## src/rtl/button_pkg.sv

```systemverilog
// Shared constants and types for the button conditioner: default debounce
// length, counter sizing and the per-channel event bundle.
package button_pkg;

  localparam int DEBOUNCE_CYCLES_DEFAULT = 4096;
  localparam int SYNC_STAGES             = 2;

  typedef struct packed {
    logic level;
    logic press;
    logic rel;
    logic toggle;
  } btn_evt_t;

  // Counter holds at most cycles-1, so this width leaves headroom and never wraps.
  function automatic int cnt_width(input int cycles);
    return (cycles < 1) ? 1 : $clog2(cycles + 1);
  endfunction

endpackage

```

## src/rtl/button_channel.sv

```systemverilog
// One button channel: polarity fix, 2-flop synchroniser, stable-cycle
// debounce counter, registered level plus press/release pulses and toggle.
module button_channel
  import button_pkg::*;
#(
  parameter int debounce_cycles_p = DEBOUNCE_CYCLES_DEFAULT,
  parameter int active_low_p      = 0
) (
  input  logic     clk_i,
  input  logic     reset_i,
  input  logic     btn_async_unsafe_i,
  output btn_evt_t evt_o
);

  localparam int             CW   = cnt_width(debounce_cycles_p);
  localparam logic [CW-1:0]  LAST = CW'(debounce_cycles_p - 1);

  logic [SYNC_STAGES-1:0] r_sync;
  logic [CW-1:0]          r_cnt;
  logic                   r_level;
  logic                   r_press;
  logic                   r_rel;
  logic                   r_toggle;

  logic w_raw;
  logic w_s;
  logic w_diff;
  logic w_accept;

  // Inverting ahead of the synchroniser makes reset value 0 mean "not pressed".
  assign w_raw    = (active_low_p != 0) ? ~btn_async_unsafe_i : btn_async_unsafe_i;
  assign w_s      = r_sync[SYNC_STAGES-1];
  assign w_diff   = (w_s != r_level);
  assign w_accept = w_diff && (r_cnt == LAST);

  always_ff @(posedge clk_i) begin
    if (reset_i) begin
      r_sync <= '0;
    end else begin
      r_sync <= {r_sync[SYNC_STAGES-2:0], w_raw};
    end
  end

  always_ff @(posedge clk_i) begin
    if (reset_i) begin
      r_cnt    <= '0;
      r_level  <= 1'b0;
      r_press  <= 1'b0;
      r_rel    <= 1'b0;
      r_toggle <= 1'b0;
    end else begin
      if (!w_diff || w_accept) r_cnt <= '0;
      else                     r_cnt <= r_cnt + 1'b1;

      if (w_accept) r_level <= w_s;
      r_press <= w_accept &  w_s;
      r_rel   <= w_accept & ~w_s;
      if (w_accept && w_s) r_toggle <= ~r_toggle;
    end
  end

  assign evt_o.level  = r_level;
  assign evt_o.press  = r_press;
  assign evt_o.rel    = r_rel;
  assign evt_o.toggle = r_toggle;

endmodule

```

## src/rtl/button_conditioner.sv

```systemverilog
// Array of independent debounced button channels; each output bit comes
// straight from a channel register.
module button_conditioner
  import button_pkg::*;
#(
  parameter int width_p           = 3,
  parameter int debounce_cycles_p = DEBOUNCE_CYCLES_DEFAULT,
  parameter int active_low_p      = 0
) (
  input  logic               clk_i,
  input  logic               reset_i,
  input  logic [width_p-1:0] btn_async_unsafe_i,
  output logic [width_p-1:0] level_o,
  output logic [width_p-1:0] press_o,
  output logic [width_p-1:0] release_o,
  output logic [width_p-1:0] toggle_o
);

  btn_evt_t w_evt [width_p];

  for (genvar g = 0; g < width_p; g++) begin : g_ch
    button_channel #(
      .debounce_cycles_p (debounce_cycles_p),
      .active_low_p      (active_low_p)
    ) u_ch (
      .clk_i              (clk_i),
      .reset_i            (reset_i),
      .btn_async_unsafe_i (btn_async_unsafe_i[g]),
      .evt_o              (w_evt[g])
    );

    assign level_o[g]   = w_evt[g].level;
    assign press_o[g]   = w_evt[g].press;
    assign release_o[g] = w_evt[g].rel;
    assign toggle_o[g]  = w_evt[g].toggle;
  end

endmodule

```

## config.mk

```make
export PLATFORM = sky130hd
export DESIGN_NAME = button_conditioner
export DESIGN_NICKNAME = d
export VERILOG_FILES = /design/src/rtl/button_pkg.sv /design/src/rtl/button_channel.sv /design/src/rtl/button_conditioner.sv
export SDC_FILE = /design/constraint.sdc
export NUM_CORES = 1
export LEC_CHECK = 0
export CAP_MARGIN = 20
export CORE_MARGIN = 3
export CORE_UTILIZATION = 42
export DETAILED_ROUTE_END_ITERATION = 8
export PLACE_DENSITY = 0.63
export SLEW_MARGIN = 20
export SYNTH_ARGS = -nofsm -noshare
export SYNTH_HDL_FRONTEND = slang
export SYNTH_HIERARCHICAL = 1
export SYNTH_SLANG_ARGS = --single-unit
```

## constraint.sdc

```tcl
create_clock -name clk_i -period 4.85 [get_ports clk_i]
set_input_delay 1.2125 -clock clk_i [delete_from_list [all_inputs] [get_ports clk_i]]
set_output_delay 1.2125 -clock clk_i [all_outputs]
set_load 0.005 [all_outputs]
```

[After elaboration in Yosys (flattened, before gate mapping)]
Cells that the tools add are included.
Word-level totals
  logic and storage cells: 54
  bits in registers: 57
  output and inout port bits: 12
Operators by class
  reductions and logical operators: 15
  bitwise operators: 12
  equal/unequal tests: 6
  $add $sub $neg: 3
Operator list (number)
  13-bit by 1-bit adder with 13-bit output (second input constant): 3
  13-bit by 12-bit equality test with 1-bit output (second input constant): 3
  1-bit AND: 6
  1-bit logical AND: 6
  1-bit NOT: 6
  2-bit OR reduction: 3
  1-bit zero test: 3
  1-bit logical OR: 3
  1-bit != test: 3

[Depth between registers and ports, before layout]
  depth in word-level cells: 4
  mapped depth: 6

[By module]
The synthesis kept the hierarchy.
By module, submodules not included
  button_channel (g_ch[0].u_ch ...): area each 770.7 µm², cells an instance 83, seq. area each 380.4 µm², instances 2
  button_channel (g_ch[1].u_ch): area each 787.0 µm², cells an instance 85, seq. area each 380.4 µm², instances 1

[Worst setup path after synthesis]
Ideal clock, no wire load.
  path kind: input port to flip-flop
  from: input reset_i
  to: register g_ch[1].u_ch.r_cnt[11]
  buffers on the path: 1
  slack: 3036 ps
  required time: 4786 ps
  stages on the path: 4
  arrival: 1750 ps
  cell sequence: a21o_1 -> nand2b_1 -> buf_2 -> nor2_1
On the way
  cells in the longest elaborated chain, start to end: 1
RTL lines
  from (decl): RTL line button_conditioner.sv:11  | input logic reset_i,
  2-bit OR reduction (no source line)
  to (signal assigned): RTL line button_channel.sv:53  | else r_cnt <= r_cnt + 1'b1;
  to (decl): RTL line button_channel.sv:19  | logic [CW-1:0] r_cnt;
No other way between the ends.
A chain may end at the register's enable or synchronous reset.

[Final worst setup path]
  from: input reset_i
  to: register g_ch[0].u_ch.r_cnt[10]
On the way
  cells in the longest elaborated chain, start to end: 1
RTL lines (RTL line)
  2-bit OR reduction (no source line)
  to (signal assigned): button_channel.sv:53
  to (decl): button_channel.sv:19
No other way between the ends.

==> flow_metrics.py <==
metrics = {
    "global_route": {
        "grt.overflow.total": 0,
        "grt_max_degree": 19,
        "track_usage_pct": 13.4,
        "grt_pass1_wl_mm": 6.61,
        "use_met3_pct": 5.61,
        "grt_pass1_vias": 1539,
        "antenna_found_initial": 0,
        "met1_usage_pct": 17.2,
        "grt_use_met2_pct": 19.0,
        "top_usage_layer": "met2",
    },
    "placement": {
        "hpwl_mm": 2.54,
        "place_congestion": 0.721,
        "place_ws_ns": 1.89,
        "io_buffers": 16,
        "dp.cells": 322,
    },
    "hold_path": {
        "hold_path_class": "reg2reg",
        "min-delay-start": "g_ch[1].u_ch/r_sync[0]",
    },
    "die": {
        "io_pins": 17,
        "die_area_sq_um": 6470,
        "die_y_um": 80.5,
        "start_util_pct": 44.5,
        "row_count": 26,
        "die_w_um": 80.5,
        "core-area_sq_um": 5240,
    },
    "clock_network": {
        "clk_latency_ns": 0.32,
        "cts-root-buf": "clkbuf_8",
        "path_clk_slew_ns": 0.06,
        "h-tree-depth": 3,
        "cts_hold_buffers": 0,
        "cts.sinks": 57,
        "cts_max_path_buffers": 2,
        "cts_setup_buffers": 0,
        "post_cts_resized": 0,
        "cts_tree": "built",
        "cts_buffers": 9,
    },
    "run": {
        "cap_viol_max_count": 0,
    },
    "layout": {
        "final_layout_size_suffix_gt1_share_pct": 7.87,
        "fillerInstances": 499,
        "layout.cells.non_filler": 337,
        "multi_input_area_sq_um": 1060,
        "final_common_cell": "dfxtp_1",
        "antennaDiodeCount": 0,
        "final_cell_mix": "dfxtp_1, nor2_1, xnor2_1",
        "syn_to_final_growth_pct": 16.0,
        "fin_nets": 271,
        "seq_area_sq_um": 1140,
    },
    "sta": {
        "relSlewSlack_pct": 49.0,
        "worst_slack_ns": 2.27,
        "fmaxAchievable_ghz": 0.388,
        "drv_slew": 0,
        "period_share_pct": 53.1,
        "rsz0062_at_grt": "false",
        "period_minus_slack_ns": 2.58,
        "hold_viol": 0,
        "skew_ns": 0.00607,
        "setup_viol": 0,
        "setup_tns_ns": 0,
        "worstMarginPinSlew_ns": 0.759,
    },
    "synthesis": {
        "yosysSeqAreaShare_pct": 49.0,
        "synth_cell_types": 31,
        "syn_area_sq_um": 2330,
        "synth_cells": 251,
        "syn_area_per_cell_sq_um": 9.28,
        "synth_nets": 259,
        "ys.warnings.count": 6,
        "ys_seq_elements": 57,
    },
    "setup_path": {
        "worstPathArrival_ns": 2.76,
        "path_buf_inv": 1,
        "crit_fanout": 18,
        "worstPathRequired_ns": 5.03,
        "start_kind": "primary input",
        "reg2reg_from": "g_ch[0].u_ch/r_cnt[0]",
        "crit_slowest_cell": "clkdlybuf4s50_1",
        "cp_cell_sequence": "clkdlybuf4s50_1 -> a21oi_1 -> o21ai_1 -> nor2_1",
        "crit_path_end_kind": "flip-flop",
        "crit_start": "reset_i",
        "cpPeakStageDelay_ns": 0.83,
        "crit_family": "buffers and inverters",
        "worstSetupPathType": "in2reg",
    },
    "routing": {
        "num_vias": 1599,
        "drcViolationCount": 0,
        "drtAntennaViolNets": 0,
        "first_pass_iters": 4,
        "vias_per_cell": 4.74,
        "routed_wirelength_mm": 3.68,
        "wl_per_cell_um": 10.9,
        "drtIter0Drc": 88,
    },
    "power_and_ir_drop": {
        "power_density_nw_per_um2": 365,
        "fin_total_pwr_mw": 0.985,
        "power.leakage_nw": 0.892,
        "vdd_drop_max_mv": 0.166,
    },
    "outcome": {
        "run_status": "finished, final reports clean",
    },
}
per-layer routing:
metal,routed length [um],up-vias,share of wire (%)
met5,0,-,0
met4,73,0,2.0
met3,165,6,4.5
met2,1500,23,41
met1,1940,712,53
li1,-,858,-
cell usage after synthesis, drive strengths merged:
library cell / number / area [sq um]
and3: 6 / 37.5
nor4: 5 / 31.3
mux2i: 3 / 30.0
nor2b: 6 / 37.5
nand3: 11 / 60.1
ha: 3 / 37.5
a21oi: 5 / 25.0
nor2: 50 / 188
xor2: 10 / 87.6
nand4: 12 / 103
and4: 2 / 17.5
or3: 5 / 33.8
xnor2: 20 / 175
and2: 2 / 12.5
nor3: 5 / 25.0
nor3b: 1 / 7.51
nand2b: 10 / 62.6
o21ai: 5 / 25.0
inv: 7 / 26.3
buf: 15 / 105
or4: 3 / 26.3
nand2: 7 / 26.3
dfxtp: 57 / 1140
a21o: 1 / 7.51
report_power, final:
part	leakage [nW]	switching [mW]	internal, mW	total, mW
logic	0.316	0.00670	0.00579	0.0125
registers	0.460	0.00158	0.471	0.473
clock network	0.116	0.171	0.329	0.500
total	0.892	0.179	0.806	0.985
worst register-to-register path, cell delays in order, from the launching register on:
cell,delay [ns]
dfxtp_1,0.37
ha_1,0.23
nand4_2,0.20
or3_2,0.53
o21ai_1,0.60
nor2_1,0.12
cell type report:
cell class | count | share of cell area, %
Timing Repair Buffer | 16 | 5.93
Sequential cell | 57 | 42.3
Clock inverter | 2 | 2.22
Clock buffer | 13 | 6.26
Tap cell | 70 | 3.24
Multi-Input combinational cell | 172 | 39.1
Inverter | 7 | 0.973
cells by family (layout without fill, tap and decap cells):
logic type / count (synthesis) / in the layout / share of synthesized area, %
buf+inv: 22 / 38 / 5.64
fa+ha+maj: 3 / 3 / 1.61
xor+xnor: 30 / 30 / 11.3
mux: 3 / 3 / 1.29
flops: 57 / 57 / 49.0
compound gates: 11 / 11 / 2.47
simple gates: 125 / 125 / 28.7
state kept, by name, summed over array words and instances (netlist names):
name	flops
g_ch.u_ch/r_cnt	39
g_ch.u_ch/r_level	3
g_ch.u_ch/r_press	3
g_ch.u_ch/r_rel	3
g_ch.u_ch/r_sync	6
g_ch.u_ch/r_toggle	3
worst paths after layout:
kind | to | slack [ns] | cells after the start
worst max register to register | g_ch[0].u_ch/r_cnt[10] | 2.67 | 5
worst max-delay path | g_ch[0].u_ch/r_cnt[10] | 2.27 | 4
worst min register to register | g_ch[1].u_ch/r_sync[1] | 0.43 | 1
worst min-delay path | g_ch[1].u_ch/r_sync[1] | 0.43 | 1
stage by stage:
stage          utilization (%)  hold slack [ns]  cell area, sq um
2_1_floorplan                -            0.414              2330
3_3_place_gp              47.2            0.418              2470
3_5_place_dp              47.2            0.420              2470
4_1_cts                   51.6            0.435              2700
5_1_grt                   51.6            0.463              2700
6_report                  51.6            0.432              2700
(Power assumes the default switching activity.)
